## config.mk

```make
export PLATFORM = sky130hd
export DESIGN_NAME = alu_issue_sched
export DESIGN_NICKNAME = d
export VERILOG_FILES = /design/src/rtl/alu_issue_sched_pkg.sv /design/src/rtl/alu_slot_window.sv /design/src/rtl/alu_issue_sched.sv
export SDC_FILE = /design/constraint.sdc
export NUM_CORES = 1
export LEC_CHECK = 0
export ABC_AREA = 0
export BUFFER_PORTS_ARGS = -buffer_cell sky130_fd_sc_hd__buf_2
export CAP_MARGIN = 20
export CORE_MARGIN = 2
export CORE_UTILIZATION = 43
export CTS_CLUSTER_DIAMETER = 60
export DETAILED_ROUTE_END_ITERATION = 12
export PLACE_DENSITY_LB_ADDON = 0.1
export SLEW_MARGIN = 15
export SYNTH_ARGS = -nofsm -noshare
export SYNTH_HDL_FRONTEND = slang
export SYNTH_SLANG_ARGS = --single-unit
export TNS_END_PERCENT = 100
```

## constraint.sdc

```tcl
create_clock -name clk -period 2.1 [get_ports clk]
set_input_delay 0.105 -clock clk [delete_from_list [all_inputs] [get_ports clk]]
set_output_delay 0.105 -clock clk [all_outputs]
set_load 0.01 [all_outputs]
```

## src/rtl/alu_issue_sched_pkg.sv

```systemverilog
// rtl/alu_issue_sched_pkg.sv - opcodes, latencies and reservation slot type for alu_issue_sched
package alu_issue_sched_pkg;

  localparam logic [2:0] OP_ADD  = 3'b000;
  localparam logic [2:0] OP_SUB  = 3'b001;
  localparam logic [2:0] OP_FADD = 3'b010;
  localparam logic [2:0] OP_FMUL = 3'b011;
  localparam logic [2:0] OP_SRL  = 3'b100;
  localparam logic [2:0] OP_SRA  = 3'b101;
  localparam logic [2:0] OP_SLL  = 3'b110;
  localparam logic [2:0] OP_ROL  = 3'b111;

  localparam int LAT_INT   = 3;
  localparam int LAT_FPADD = 5;
  localparam int LAT_FPMUL = 6;
  localparam int LAT_SHIFT = 3;
  localparam int MAX_LAT   = 8;
  localparam int TAG_W     = 4;
  localparam int IDX_W     = $clog2(MAX_LAT);

  typedef struct packed {
    logic             used;
    logic [2:0]       op;
    logic             id;
    logic [TAG_W-1:0] tag;
  } slot_t;

  localparam int SLOT_W = $bits(slot_t);

  function automatic logic [IDX_W-1:0] lat_of(input logic [2:0] op);
    logic [IDX_W-1:0] l;
    case (op)
      OP_ADD, OP_SUB: l = IDX_W'(LAT_INT);
      OP_FADD:        l = IDX_W'(LAT_FPADD);
      OP_FMUL:        l = IDX_W'(LAT_FPMUL);
      default:        l = IDX_W'(LAT_SHIFT);
    endcase
    return l;
  endfunction

endpackage

```

## src/rtl/alu_slot_window.sv

```systemverilog
// rtl/alu_slot_window.sv - completion-slot reservation shift register
// Stored index k is the slot captured k edges from now; index 0 is never stored since it is consumed on the edge.
module alu_slot_window
  import alu_issue_sched_pkg::*;
(
  input  logic               clk,
  input  logic               rst_n,
  input  logic               wr_en,
  input  logic [IDX_W-1:0]   wr_idx,
  input  slot_t              wr_slot,
  output logic               due_valid,
  output logic               due_id,
  output logic [TAG_W-1:0]   due_tag,
  output logic               next_due_valid,
  output logic [2:0]         next_due_op,
  output logic [MAX_LAT-1:0] used
);

  slot_t [MAX_LAT-1:1] win_q;
  slot_t [MAX_LAT-1:1] win_d;

  // Shift first, then write; the eligibility check guarantees the write target is free after the shift.
  always_comb begin
    win_d = '0;
    for (int k = 1; k < MAX_LAT-1; k++) begin
      win_d[k] = win_q[k+1];
    end
    if (wr_en && (wr_idx != '0)) begin
      win_d[wr_idx] = wr_slot;
    end
  end

  always_ff @(posedge clk or negedge rst_n) begin
    if (!rst_n) begin
      win_q <= '0;
    end else begin
      win_q <= win_d;
    end
  end

  always_comb begin
    used = '0;
    for (int k = 1; k < MAX_LAT; k++) begin
      used[k] = win_q[k].used;
    end
  end

  assign due_valid      = win_q[1].used;
  assign due_id         = win_q[1].id;
  assign due_tag        = win_q[1].tag;
  assign next_due_valid = win_d[1].used;
  assign next_due_op    = win_d[1].op;

endmodule

```

## src/rtl/alu_issue_sched.sv

```systemverilog
// rtl/alu_issue_sched.sv - two-requester issue scheduler for the pipelined ALU
// Arbitrates, registers operands, reserves unique completion slots and steers the ALU output mux.
module alu_issue_sched
  import alu_issue_sched_pkg::*;
(
  input  logic               clk,
  input  logic               reset,
  input  logic [1:0]         req_valid,
  output logic [1:0]         req_ready,
  input  logic [5:0]         req_op,
  input  logic [63:0]        req_a,
  input  logic [63:0]        req_b,
  input  logic [2*TAG_W-1:0] req_tag,
  output logic [31:0]        alu_a,
  output logic [31:0]        alu_b,
  output logic [2:0]         alu_opcode,
  input  logic [31:0]        alu_out,
  output logic               res_valid,
  output logic               res_id,
  output logic [TAG_W-1:0]   res_tag,
  output logic [31:0]        res_data,
  output logic               busy
);

  logic [2:0]         op0, op1;
  logic [IDX_W-1:0]   lat0, lat1;
  logic [1:0]         elig, grant;
  logic               issue, win_id;
  logic [IDX_W-1:0]   wr_idx;
  slot_t              wr_slot;
  logic               due_valid, due_id, next_due_valid;
  logic [TAG_W-1:0]   due_tag;
  logic [2:0]         next_due_op;
  logic [MAX_LAT-1:0] used;

  logic               rr_q, rr_d;
  logic [31:0]        alu_a_q, alu_a_d, alu_b_q, alu_b_d;
  logic [2:0]         alu_opcode_q, alu_opcode_d;
  logic               res_valid_q, res_valid_d, res_id_q, res_id_d;
  logic [TAG_W-1:0]   res_tag_q, res_tag_d;
  logic [31:0]        res_data_q, res_data_d;

  // Slot L after this edge's shift is slot L+1 now.
  always_comb begin
    op0     = req_op[2:0];
    op1     = req_op[5:3];
    lat0    = lat_of(op0);
    lat1    = lat_of(op1);
    elig[0] = reset & req_valid[0] & ~used[lat0 + IDX_W'(1)];
    elig[1] = reset & req_valid[1] & ~used[lat1 + IDX_W'(1)];
    if (&elig) begin
      grant = rr_q ? 2'b10 : 2'b01;
    end else begin
      grant = elig;
    end
    issue   = |grant;
    win_id  = grant[1];
    wr_idx  = win_id ? lat1 : lat0;
    wr_slot = '{used: 1'b1,
                op:   win_id ? op1 : op0,
                id:   win_id,
                tag:  win_id ? req_tag[2*TAG_W-1:TAG_W] : req_tag[TAG_W-1:0]};
  end

  assign req_ready = grant;

  alu_slot_window u_window (
    .clk            (clk),
    .rst_n          (reset),
    .wr_en          (issue),
    .wr_idx         (wr_idx),
    .wr_slot        (wr_slot),
    .due_valid      (due_valid),
    .due_id         (due_id),
    .due_tag        (due_tag),
    .next_due_valid (next_due_valid),
    .next_due_op    (next_due_op),
    .used           (used)
  );

  always_comb begin
    rr_d         = issue ? ~win_id : rr_q;
    alu_a_d      = alu_a_q;
    alu_b_d      = alu_b_q;
    if (issue) begin
      alu_a_d = win_id ? req_a[63:32] : req_a[31:0];
      alu_b_d = win_id ? req_b[63:32] : req_b[31:0];
    end
    alu_opcode_d = next_due_valid ? next_due_op : alu_opcode_q;
    res_valid_d  = due_valid;
    res_id_d     = due_valid ? due_id  : res_id_q;
    res_tag_d    = due_valid ? due_tag : res_tag_q;
    res_data_d   = due_valid ? alu_out : res_data_q;
  end

  always_ff @(posedge clk or negedge reset) begin
    if (!reset) begin
      rr_q         <= 1'b0;
      alu_a_q      <= '0;
      alu_b_q      <= '0;
      alu_opcode_q <= OP_ADD;
      res_valid_q  <= 1'b0;
      res_id_q     <= 1'b0;
      res_tag_q    <= '0;
      res_data_q   <= '0;
    end else begin
      rr_q         <= rr_d;
      alu_a_q      <= alu_a_d;
      alu_b_q      <= alu_b_d;
      alu_opcode_q <= alu_opcode_d;
      res_valid_q  <= res_valid_d;
      res_id_q     <= res_id_d;
      res_tag_q    <= res_tag_d;
      res_data_q   <= res_data_d;
    end
  end

  assign alu_a      = alu_a_q;
  assign alu_b      = alu_b_q;
  assign alu_opcode = alu_opcode_q;
  assign res_valid  = res_valid_q;
  assign res_id     = res_id_q;
  assign res_tag    = res_tag_q;
  assign res_data   = res_data_q;
  assign busy       = |used;

endmodule

```

Yosys cells after proc, flatten, opt, wreduce, memory -nomap -nowiden
Index checks and enable logic that the tools add are counted.
{"block": "op_classes", "add_sub_neg": 2, "bitwise_logic": 7, "n_lt_le_gt_ge": 4, "reduce_logical": 6, "muxes": 17, "n_eq_ne": 4}
{"operator": "$mux W32", "count": 2}
{"operator": "$bwmux W63", "count": 1}
{"operator": "$mux W63", "count": 1}
{"operator": "$demux W9 S3", "count": 1}
{"operator": "$eq A3 B2 Y1 const B", "count": 4}
{"operator": "$lt A3 B4 Y1 const B", "count": 3}
{"operator": "$pmux W3 S2", "count": 2}
{"operator": "$mux W9", "count": 1}
{"operator": "$reduce_or A7 Y1", "count": 1}
{"operator": "$add A3 B1 Y3 const B", "count": 2}
{"operator": "$bmux W1 S3", "count": 2}
{"operator": "$mux W3", "count": 2}
{"operator": "$and A1 B1 Y1", "count": 4}
{"operator": "$mux W2", "count": 2}
{"operator": "$mux W4", "count": 1}
{"operator": "$ge A3 B1 Y1 const B", "count": 1}
{"operator": "$not A1 Y1", "count": 3}
{"operator": "$reduce_bool A3 Y1", "count": 1}
{"operator": "$logic_and A1 B1 Y1", "count": 2}
{"operator": "$mux W1", "count": 2}
{"operator": "$reduce_and A2 Y1", "count": 1}
{"operator": "$reduce_or A2 Y1", "count": 1}
{"block": "word_totals", "input_bits": 178, "ff_bits": 166, "output_inout_bits": 108, "elab_cells": 75}

Longest topological paths before layout
{"block": "depth", "word_depth": 16, "depth_mapped": 13, "ltp_nobuf": 10}

Hierarchy
Synthesis repeated with hierarchy kept, for this count alone.
{"block": "unflattened", "cells_unflattened": 500, "hier_area_um2": 7350.8}
{"mod": "alu_issue_sched", "cells_each": 349, "seq_area_each_um2": 2652.5, "area_per_inst_um2": 4832.1, "instances": 1}
{"mod": "alu_slot_window", "cells_each": 151, "seq_area_each_um2": 1501.4, "area_per_inst_um2": 2518.7, "instances": 1}

Least setup slack after synthesis
No wires, ideal clock.
{"block": "synth_timing", "path_kind": "input port to flip-flop", "start": "in req_op[3]", "end": "reg u_window.win_q (netlist bit u_window.due_tag[2])", "stages": 10, "setup_time_ns": 0.125, "arrival_time_ns": 2.624, "n_path_buf": 2, "required_time_ns": 1.975, "setup_slack_ns": -0.648, "path_cell_list": "buf_2 -> nor3b_1 -> inv_1 -> ha_1 -> mux2_2 -> a22oi_2 -> nand2_1 -> nor4_1 -> buf_2 -> mux2_2"}
{"item": "from (decl)", "line_no": "alu_issue_sched.sv:10", "text": "input logic [5:0] req_op,"}
{"item": "to (signal assigned)", "line_no": "alu_slot_window.sv:37", "text": "win_q <= win_d;"}
{"item": "to (decl)", "line_no": "alu_slot_window.sv:19", "text": "slot_t [MAX_LAT-1:1] win_q;"}

Worst setup path after layout
{"block": "layout_timing", "start": "reg u_window.win_q (netlist bit u_window.used[7])", "end": "reg alu_b_q[14] (netlist: alu_b[14])"}
{"block": "layout_via", "elab_chain_cells": 7, "elab_cells_between_ends": 12, "classes_between": "mux (6); bitwise (4); reduce/logical (2)"}
{"item": "$bmux W1 S3, on equally long branches", "line_no": "alu_issue_sched.sv:49, alu_issue_sched.sv:50"}
{"item": "$mux W1, on equally long branches", "line_no": "alu_issue_sched.sv:49, alu_issue_sched.sv:50"}
{"item": "$not A1 Y1, on equally long branches", "line_no": "alu_issue_sched.sv:49, alu_issue_sched.sv:50"}
{"item": "$and A1 B1 Y1, on equally long branches", "line_no": "alu_issue_sched.sv:49, alu_issue_sched.sv:50"}
{"item": "$reduce_and A2 Y1", "line_no": "alu_issue_sched.sv:51", "text": "if (&elig) begin"}
{"item": "$mux W2 (*)", "line_no": "alu_issue_sched.sv:51"}
{"item": "$mux W32 / $reduce_or A2 Y1 (equally long branches)", "line_no": "alu_issue_sched.sv:87, alu_issue_sched.sv:56"}
{"item": "to (signal assigned)", "line_no": "alu_issue_sched.sv:109", "text": "alu_b_q <= alu_b_d;"}
{"item": "to (decl)", "line_no": "alu_issue_sched.sv:37", "text": "logic [31:0] alu_a_q, alu_a_d, alu_b_q, alu_b_d;"}
Every way passes the cells marked *; elsewhere a longest branch is shown, timed or not. The select of a mux whose other input is x is not followed.
A chain may end at the register's enable or synchronous reset.

==> results_dict.tcl <==
set metrics [dict create \
    hold_viol_final 0 \
    netlist_instances 518 \
    grt_max_degree 72 \
    final_nets 1225 \
    globalRouteMet1Util_pct 31.2 \
    dp_hpwl_um 13400 \
    port_buffers 285 \
    die_height_um 130 \
    io_pins 286 \
    syn_nets 701 \
    yosysWarnings 0 \
    ant_nets 0 \
    groute.usage.overall_pct 27.6 \
    path_clk_slew_ns 0.07 \
    cp.required_ns 2.38 \
    synth_area_sq_um 6860 \
    detail_route.iter0.violations 631 \
    max_slew_margin_pct 41.5 \
    routed_wl_um 24300 \
    fin_util_pct 76.7 \
    synth_flop_cell "dfrtp_1" \
    rsz0062_at_grt "yes" \
    firstDrtPassIters 11 \
    synth_top_area_share_pct 60.6 \
    synth_edf_count 0 \
    top_usage_layer "met2" \
    power.total_mw 10.0 \
    max_cap_violations 0 \
    setup_viol 126 \
    synthDistinctLibCells 51 \
    timing.hold.ws_ns 0.0276 \
    syn_avg_cell_area_sq_um 13.2 \
    fin_skew_ns 0.0111 \
    grt_util_met2_pct 49.1 \
    met3_usage_pct 5.99 \
    grt_pass1_vias 7182 \
    max_freq_mhz 420 \
    arrival_ns 2.66 \
    drc_errors 0 \
    setup_tns_ns -17.67 \
    layout-drive-gt1-share_pct 51.2 \
    die_width_um 130 \
    finalMaxSlewViolations 0 \
    dpl_cell_area_sq_um 9010 \
    wl_per_cell_um 19.1 \
    vias_per_cell 5.39 \
    layout_min_cycle_time_ns 2.38 \
    worstMarginPinSlew_ns 0.878 \
    initial_core_util_pct 43.6 \
    syn2layout_area_growth_pct 75.6 \
    p_per_area_nw_per_um2 830 \
    worstHoldPathType "in2reg" \
    clk_latency_ns 0.42 \
    cp-end-kind "register" \
    vdd_drop_max_uv 569 \
    yosysTopAreaCell "dfrtp_1" \
    root_buffer "clkbuf_16" \
    ys_seq_elements 166 \
    leakage_nw 6.09 \
    outcome "finished, violations left" \
    cts.sinks 166 \
    ys_seq_area_share_pct 60.6 \
    via_count 6861 \
    final_cell_area_sq_um 12000 \
    grt_pass1_wl_um 35800 \
    cts_buffer_depth 2 \
    h-tree-depth 4 \
    crit_path_start_kind "register" \
    cts_tree "built" \
    path_max_fanout 21 \
    place_congestion 0.802 \
    rows 46 \
    violations "negative setup slack" \
    synthArstFlopShare_pct 100 \
    cts_buffers 17 \
    yosys-top-cells-area "dfrtp_1, mux2_2, a222oi_1" \
    fin_crit_sh_pct 113 \
    timing.final.ws_setup_ns -0.279 \
    coreArea_sq_um 15700 \
    grt_antenna_before_repair 1 \
    dieArea_sq_um 17000 \
    path_class "reg2reg" \
    grt.overflow.total 0 \
]
[through the flow]
step	setup WS (ns)	cells
finish	-0.279	1272
global route	-0.331	1271
CTS	-0.176	1259
detailed placement	-0.532	1041
global placement	-0.479	1041
floorplan	-0.268	518
[worst max-delay path: stages (launching register included)]
cell,delay [ns]
dfrtp_1,0.40
buf_6,0.12
mux2_2,0.27
a22oi_2,0.27
and2_2,0.27
buf_4,0.15
nor2_4,0.05
buf_4,0.21
a222oi_1,0.37
inv_1,0.14
[path summary, 6_finish.rpt]
kind	cells after the start	from	slack (ns)	to
max	9	u_window.used[7]$_DFF_PN0_	-0.28	alu_b[14]$_DFFE_PN0P_
min	2	req_tag[7]	0.03	u_window.win_q[57]$_DFF_PN0_
max reg2reg	9	u_window.used[7]$_DFF_PN0_	-0.28	alu_b[14]$_DFFE_PN0P_
min reg2reg	1	u_window.win_q[13]$_DFF_PN0_	0.43	u_window.due_id$_DFF_PN0_
max in group asynchronous	4	reset	0.48	alu_a[19]$_DFFE_PN0P_
min in group asynchronous	3	reset	0.37	res_data[13]$_DFFE_PN0P_
[placed cells by master (no fill, tap or decap), drive strengths merged, types with 2 or more instances in the layout]
master	n
a21oi	3
a222oi	64
a22oi	2
a2bb2oi	4
and2	9
buf	374
bufinv	3
clkbuf	21
clkinv	4
clkinvlp	3
dfrtp	166
diode	2
dlygate4sd3	161
ha	5
inv	70
mux2	72
mux2i	4
nand2	13
nand2b	4
nand3	3
nand4	2
nor2	9
nor2b	2
nor3	2
nor4	2
nor4b	2
o21ai	7
o221a	7
o22ai	4
o2bb2ai	2
o32a	2
or2	9
or3	7
[state kept, by name, summed over array words and instances, names as in the netlist]
register	flops
u_window.due_valid	1
res_valid	1
alu_a	32
u_window.used	6
u_window.win_q	48
res_id	1
u_window.due_tag	4
rr_q	1
alu_opcode	3
res_data	32
alu_b	32
u_window.due_id	1
res_tag	4
[cell type report]
| cell class | count | area, sq um |
|---|---|---|
| clock inverter | 11 | 149 |
| multi-input combinational | 252 | 2690 |
| inverter | 69 | 264 |
| clock buffer | 20 | 467 |
| sequential | 166 | 4150 |
| tap | 216 | 270 |
| antenna | 2 | 5.00 |
| fill | 949 | 3670 |
| timing repair buffer | 536 | 4050 |
[kinds of logic after synthesis]
kind of cell	count (synthesis)	share of synthesized area, %
DFF	166	60.6
buffers and inverters	101	5.84
AOI/OAI and AO/OA	102	14.4
and+or+nand+nor	68	5.89
adders and majority gates	5	0.912
muxes	76	12.4
[power breakdown]
group	total, mW	switching (mW)	internal (mW)
combinational	2.69	1.27	1.42
clock	3.21	1.25	1.96
sequential	4.10	0.320	3.78
[cell usage after synthesis (4+ instances only)]
library cell and count:
o21ai_0 6, o221a_2 7, a2bb2oi_1 4, buf_1 6
o22ai_1 4, or2_2 9, nand2_1 13, mux2i_1 4
ha_1 5, mux2_2 69, nand2b_1 4, nor2_1 6
inv_1 68, and2_1 9, or3_1 7, dfrtp_1 166
buf_2 14, a222oi_1 64, clkbuf_1 11
[repair_timing]
item	4_1_cts	5_1_grt
setup endpoints to repair	115	126
pin swaps	78	19
gates resized for setup	68	25
buffers inserted	20	11
cloned	8	2
hold endpoints to repair	191	0
hold buffers	161	0
[metal layers]
metal  part of all wire [%]  vias up
li1                       -     2977
met4                    4.1        0
met2                     53      418
met3                    7.0       97
met1                     36     3369
met5                      0        -
Power figures use the tool's default switching activity.
